==> config.mk <==
export PLATFORM = sky130hd
export DESIGN_NAME = univ_shift_reg_n
export DESIGN_NICKNAME = d
export VERILOG_FILES = /design/src/rtl/univ_shift_reg_n.sv
export SDC_FILE = /design/constraint.sdc
export NUM_CORES = 1
export LEC_CHECK = 0
export ABC_AREA = 1
export BUFFER_PORTS_ARGS = -buffer_cell sky130_fd_sc_hd__buf_2
export CORE_MARGIN = 4
export CORE_UTILIZATION = 50
export CTS_CLUSTER_DIAMETER = 60
export DETAILED_ROUTE_END_ITERATION = 8
export HOLD_SLACK_MARGIN = 0.03
export PLACE_DENSITY_LB_ADDON = 0.2
export SYNTH_ARGS = -nofsm -noshare
export SYNTH_HDL_FRONTEND = slang
export SYNTH_SLANG_ARGS = --single-unit
==> constraint.sdc <==
create_clock -name CP -period 1.16 [get_ports CP]
set_input_delay 0.232 -clock CP [delete_from_list [all_inputs] [get_ports CP]]
set_output_delay 0.232 -clock CP [all_outputs]
set_load 0.03 [all_outputs]
==> src/rtl/univ_shift_reg_n.sv <==
// rtl/univ_shift_reg_n.sv - parametrised 194-style universal shift register with rotate and multi-step shift sequencer
module univ_shift_reg_n #(
    parameter int WIDTH = 8,
    parameter int CNT_W = 4
) (
    input  logic             CP,
    input  logic             CR_n,
    input  logic [1:0]       S,
    input  logic             ROT,
    input  logic             DSR,
    input  logic             DSL,
    input  logic [WIDTH-1:0] D,
    input  logic             start,
    input  logic [CNT_W-1:0] count,
    output logic [WIDTH-1:0] Q,
    output logic             QSR,
    output logic             QSL,
    output logic             busy,
    output logic             done
);

    typedef enum logic [1:0] {
        IDLE = 2'd0,
        RUN  = 2'd1,
        DONE = 2'd2
    } state_t;

    state_t           state, state_nxt;
    logic [WIDTH-1:0] q_nxt;
    logic [CNT_W-1:0] rem, rem_nxt;
    logic             dir_left, dir_left_nxt;
    logic             rot_lat, rot_lat_nxt;

    // Right shift moves data toward the high index; left toward index 0.
    function automatic logic [WIDTH-1:0] shift_step(
        input logic [WIDTH-1:0] q,
        input logic             left,
        input logic             rot,
        input logic             dsr,
        input logic             dsl
    );
        if (left)
            return {(rot ? q[0] : dsl), q[WIDTH-1:1]};
        else
            return {q[WIDTH-2:0], (rot ? q[WIDTH-1] : dsr)};
    endfunction

    always_ff @(posedge CP or negedge CR_n) begin
        if (!CR_n) begin
            state    <= IDLE;
            Q        <= '0;
            rem      <= '0;
            dir_left <= 1'b0;
            rot_lat  <= 1'b0;
        end else begin
            state    <= state_nxt;
            Q        <= q_nxt;
            rem      <= rem_nxt;
            dir_left <= dir_left_nxt;
            rot_lat  <= rot_lat_nxt;
        end
    end

    always_comb begin
        state_nxt    = state;
        q_nxt        = Q;
        rem_nxt      = rem;
        dir_left_nxt = dir_left;
        rot_lat_nxt  = rot_lat;
        case (state)
            IDLE: begin
                if (start && (S == 2'b01 || S == 2'b10)) begin
                    dir_left_nxt = (S == 2'b10);
                    rot_lat_nxt  = ROT;
                    if (count == '0) begin
                        state_nxt = DONE;
                    end else begin
                        // The accepting edge performs the first of the shifts.
                        q_nxt     = shift_step(Q, S == 2'b10, ROT, DSR, DSL);
                        rem_nxt   = count - CNT_W'(1);
                        state_nxt = (count == CNT_W'(1)) ? DONE : RUN;
                    end
                end else begin
                    case (S)
                        2'b01:   q_nxt = shift_step(Q, 1'b0, ROT, DSR, DSL);
                        2'b10:   q_nxt = shift_step(Q, 1'b1, ROT, DSR, DSL);
                        2'b11:   q_nxt = D;
                        default: q_nxt = Q;
                    endcase
                end
            end
            RUN: begin
                q_nxt   = shift_step(Q, dir_left, rot_lat, DSR, DSL);
                rem_nxt = rem - CNT_W'(1);
                if (rem == CNT_W'(1))
                    state_nxt = DONE;
            end
            DONE: begin
                state_nxt = IDLE;
            end
            default: begin
                state_nxt = IDLE;
            end
        endcase
    end

    always_comb begin
        busy = (state == RUN);
        done = (state == DONE);
    end

    assign QSR = Q[WIDTH-1];
    assign QSL = Q[0];

endmodule
==> impl_results.md, run 1 <==
* Worst Path Class, Setup: flop to output port
* Seq/Total Area, Yosys at 25.8%
* Sequential Power Share at ~19%
* Slew HR at around 75%
* ANT cells at 0
* Fraction of the mapped netlist area in adder cells at a little over 7%
* Layout cells sized above 1 at between 40% and 50%
* Area Overhead vs Synth at 51.9%
* FF+latch count, synth at 16
* Initial antenna violation count at 0
* Detail Route Antenna Nets at 0
* CTS Root Buffer Type: clkbuf_4
* Number of flops mapped to enable cells by yosys at 0
* Top FF cell, synth: dfrtp_1
* Slew Limit Fails at 0
* Fmax at approximately 750 MHz
* Hold Fails Final Rpt at 0
* Starting Density at approximately 54%
* Sw power at between 0.003 and 0.004 W
* Core ar. at approximately 2900 um2
* # rows at 19
* DRC viols at 0
* Count of cell types in the netlist at 27
* Failing checks: setup timing
* Worst-margin pin slew at roughly 0.38 ns
* Compound-Gate Fraction of Synth Area at between 15 and 20%
* CTS Buffer Depth at 2
* Port Buffers at 31
* Clk pin slew, worst setup/hold paths at around 0.1 ns
* Largest net degree at the start of global routing at 17
* Signal arrival time at the worst endpoint at around 1.1 ns
* Post-Synth XOR/XNOR Area at less than 1%
* Clk_lat worst skew at 0.29 ns
* Width of the die at 63.7 um
* Post-synth ARST share at 100%
* Peak VDD IR at 1.79 mV
* Final min period at 1.33 ns
* Net Sw Frac at 49.5%
* Syn avg cell area at approximately 6.5 um2
* Commonest non-fill, non-tap cell in the layout: nand2_1
* Final period util at 114%
* Setup TNS at -1.78 ns
* Nets@finish at 340
* CTS tree: built
* Gate power share at about three quarters
* Vias in the first global route at around 1700
* Hold crit path type: input pin to flop
* Worst Path Max Fanout at 3
* Mapped Cells at 239
* Startpoint class of the critical path: flop
* Simple-gate share of the synthesized area at about 37%
* Unrepaired setup endpoints after global routing: true
* Io pins at 32
* Mux cell area share after synthesis at 0%
* PnR worst setup slack at -0.167 ns
* Fin Hold WS at roughly 0.22 ns
* Most frequent cells in the layout: nand2_1 (67), buf_4 (31), inv_1 (21), nand3_1 (21), buf_6 (21)
* Total power at roughly 0.0064 W
* Grt total ovfl at 0
* Hpwl dp at just over 3000 um
* Pleak at between 1 and 1.5 nW
* H-tree lvl count at 1
* WL per Instance at between 10 and 15 um
* Pwr per Cell Area at 2710 nW/um2
* Worst Setup End Kind: output port
* DR iter-0 viols at 159
* Layout filler cell count at between 150 and 200
* GR Util All Layers at a little under a quarter
* GP Congestion at approximately 0.87
* Largest family of logic cells by synthesized area: simple AND/OR/NAND/NOR gates
* Reg2reg path depth at 9
* Max cap viols at 0
* Die height at approximately 64 um
* Clk pwr share at between 5 and 6%
* Via Count at 1819
* Outcome: finished, violations left
* Cts bufs inserted at 3
* DR vias/cell at between 5 and 6
* Die area at about 4100 um2
* Synth Cell Area at roughly 1600 um2
* Internal at ~0.0032 W
* Total Wirelength at around 4700 um
* Ys Warns at 0
* Dpl cells at between 300 and 400
* Mapped Nets at approximately 270
* Hold Crit Depth at 3
* Setup violations, final at 18
* TritonRoute pass-1 iters at 4
* Clock skew at ~0.005 ns
* Crit path required time at 0.93 ns
* First-pass GRT wire length at 7470 um
* Final cell count without fillers at approximately 340
* Clk sink count at 16
-- logic make-up after synthesis --
kind of cell	Yosys count
flops	16
simple gates	121
xor+xnor	1
compound gates	54
buf+inv	38
fa+ha+maj	9
-- path summary, 6_finish.rpt --
| check | startpoint | end | slack (ns) |
|---|---|---|---|
| min in group asynchronous | CR_n | state[1] | 0.38 |
| max reg2reg | state[0] | Q[5] | -0.13 |
| min reg2reg | rem[3] | rem[3] | 0.59 |
| min | ROT | rot_lat | 0.22 |
| max | state[0] | busy | -0.17 |
| max in group asynchronous | CR_n | Q[5] | 0.48 |
-- layout make-up --
type	count	area, um2	area share (%)
inverter	29	116	4.93
multi-input combinational	186	1120	47.6
timing repair buffer	75	634	26.9
sequential	16	409	17.3
clock buffer	4	36.3	1.54
tap	31	38.8	1.64
-- cells in the mapped netlist (4+ instances only) --
| master | n | area [um2] |
|---|---|---|
| inv_1 | 22 | 82.6 |
| nand2_1 | 71 | 267 |
| nand3_1 | 22 | 110 |
| dfrtp_1 | 16 | 400 |
| nor2_4 | 4 | 45.0 |
| inv_2 | 7 | 26.3 |
| nand2_2 | 4 | 25.0 |
| o21ai_0 | 21 | 105 |
| ha_1 | 9 | 113 |
| buf_2 | 4 | 20.0 |
| nor2_1 | 13 | 48.8 |
| a21oi_1 | 24 | 120 |
-- sequential cells by signal (all words and copies together) (netlist names) --
register,cells
Q,8
dir_left,1
rem,4
rot_lat,1
state,2
-- routing by layer --
metal | track usage (%) | vias to the layer above | routed length (um)
met5 | 0 | - | 0
met4 | 7.28 | 0 | 64
met3 | 2.66 | 8 | 250
met2 | 40.2 | 63 | 2360
met1 | 28.1 | 828 | 2000
li1 | - | 920 | -
-- metrics by stage --
step	util [%]	instance area, um2	worst slack, ns
final	82.7	2360	-0.167
after detailed placement	67.9	1940	-0.272
after CTS	78.2	2230	-0.179
after global routing	82.7	2360	-0.229
after floorplan	-	1600	-0.0868
after global placement	67.9	1940	-0.249
-- power groups by stage --
stage	sequential [W]	combinational, W	clock [W]
finish	0.00118	0.00483	0.000377
global route	0.00122	0.00519	0.000430
CTS	0.00114	0.00425	0.000393
detailed placement	0.00123	0.00327	0
global placement	0.00123	0.00321	0
floorplan	0.00141	0.00212	0
-- worst max-delay path, cell delays in order (launching register included) --
cell     delay [ns]
dfrtp_1        0.37
inv_2          0.06
nor2_4         0.13
buf_6          0.12
buf_6          0.12
-- what timing repair did --
item | 4_1_cts | 5_1_grt
resized for setup | 41 | 32
endpoints found under the hold margin | 16 | 0
hold buffers | 1 | 0
pin swaps | 9 | 5
setup endpoints to repair | 25 | 28
setup buffers | 14 | 4
gates cloned | 1 | 0
No activity file was read; power rests on OpenSTA's default activity.
==> run 2: changes to the inputs <==
Settings changed: RECOVER_POWER from default to 25.
==> run 2 against run 1 <==
The run still ends with setup timing left. Utilization did not move. Cell count did not move. Clock-buffer cell count did not move. Clock skew fell by 0.00072 ns. Total power barely moved. Largest cell class unchanged. Largest power group unchanged.
==> impl_results.md, run 2 (synthesis gave the netlist of run 1 again) <==
* Outcome: finished, violations left
* Failing checks: setup timing
* CTS Buffer Depth at 2
* ANT cells at 0
* Starting Density at between 50 and 60%
* Nets@finish at 340
* Slew Limit Fails at 0
* Worst-margin pin slew at 0.424 ns
* DR iter-0 viols at 159
* DR vias/cell at between 5 and 6
* Pre-CTS WS at -0.272 ns
* Setup TNS at -1.77 ns
* Met3 routed WL at 250 um
* GR Util All Layers at a little under a quarter
* GP Congestion at slightly below 0.9
* Core ar. at about 2900 um2
* Hold crit path type: input pin to flop
* Max cap viols at 0
* Die height at between 60 and 70 um
* H-tree lvl count at 1
* Unrepaired setup endpoints after global routing: true
* Final period util at 114%
* Area of the multi-input gates at between 1000 and 1500 um2
* Fmax at 754 MHz
* Via Count at around 1800
* Cts bufs inserted at 3
* Dpl cells at between 300 and 400
* Grt total ovfl at 0
* Total Wirelength at ~4700 um
* Most frequent cells in the layout: nand2_1 (67), buf_4 (31), inv_1 (21), nand3_1 (21), buf_6 (21)
* Startpoint class of the critical path: flop
* Highest routed layer: met4
* Peak VDD IR at between 1.5 and 2 mV
* Setup violations, final at 18
* CTS tree: built
* Post-route cell area at around 2400 um2
* Slew HR at 71.7%
* Hpwl dp at ~3000 um
* Signal arrival time at the worst endpoint at roughly 1.1 ns
* Crit path required time at about 0.93 ns
* Max FFs per register at 8
* Area Overhead vs Synth at 51.9%
* Port Buffers at 31
* Metal2 WL at around 2400 um
* Width of the die at about 64 um
* Detail Route Antenna Nets at 0
* Commonest non-fill, non-tap cell in the layout: nand2_1
* DRC viols at 0
* Vias in the first global route at about 1700
* Worst Path Max Fanout at 3
* Largest net degree at the start of global routing at 17
* Io pins at 32
* Clk sink count at 16
* Most flops, register: Q
* Final cell count without fillers at 341
* # rows at 19
* Clk pin slew, worst setup/hold paths at 0.10 ns
* Routed length on met1 at between 2000 and 2500 um
* Final min period at ~1.3 ns
* Pleak at roughly 1.2 nW
* Top flop regs: Q (8), rem (4), state (2)
* Placed Instance Area at between 1500 and 2000 um2
* Storage cell area at 409 um2
* Hold Fails Final Rpt at 0
* PnR worst setup slack at -0.166 ns
* Core Util, Final at 82.7%
* TritonRoute pass-1 iters at 4
* Layout cells sized above 1 at a little over two fifths
* Initial antenna violation count at 0
* Layout filler cell count at ~190
* Worst Setup End Kind: output port
* Die area at around 4000 um2
* Clk_lat worst skew at 0.29 ns
* First-pass GRT wire length at approximately 7500 um
* WL per Instance at about 14 um
* CTS Root Buffer Type: clkbuf_4
* Worst Path Class, Setup: flop to output port
* Clock skew at 0.00430 ns
* Pwr per Cell Area at around 2700 nW/um2
[run 2: cell types whose count changed in the layout (fill, tap and decap cells not counted), sizes merged]
| cell | change |
|---|---|
| buf | -1 |
| clkbuf | +1 |
[run 2: critical path, stage by stage, from the launching register on]
cell and delay, ns:
dfrtp_1 0.37, inv_2 0.06, nor2_4 0.13, buf_6 0.12, buf_6 0.12
[run 2: final timing paths]
check / start / end / slack, ns / depth (start not counted)
min in group asynchronous: CR_n / state[1] / 0.39 / 2
min: ROT / rot_lat / 0.22 / 3
max reg2reg: state[0] / Q[5] / -0.13 / 9
min reg2reg: rem[3] / rem[3] / 0.59 / 2
max: state[0] / busy / -0.17 / 4
max in group asynchronous: CR_n / Q[5] / 0.44 / 2
[run 2: per-stage QoR]
step	hold WS (ns)	power [W]
detailed placement	0.171	0.00450
floorplan	-0.0636	0.00353
finish	0.217	0.00638
global route	0.214	0.00684
CTS	0.195	0.00578
global placement	0.168	0.00444
[run 2: timing repair]
action,CTS,global route
gates resized for setup,41,32
gates cloned,1,0
pin swaps,9,5
endpoints found under the hold margin,16,0
buffers inserted,14,4
hold buffers,1,0
endpoints found under the setup margin,25,28
[run 2: area by class of cell]
type | instances | share of cell area [%]
clock buffers | 4 | 1.54
inverters | 29 | 4.93
multi-input cells | 186 | 47.6
flip-flops and latches | 16 | 17.3
well taps | 31 | 1.64
repair buffers | 75 | 26.9
[run 2: per-layer routing]
metal  GRT usage [%]  vias up
li1                -      920
met1            28.1      826
met2            40.2       63
met3            2.66        8
met4            7.28        0
met5               0        -
[run 2: power by group]
part           internal [W]  switching (W)  total, W
combinational       0.00216        0.00267   0.00483
clock              0.000191       0.000184  0.000376
sequential         0.000871       0.000309   0.00118
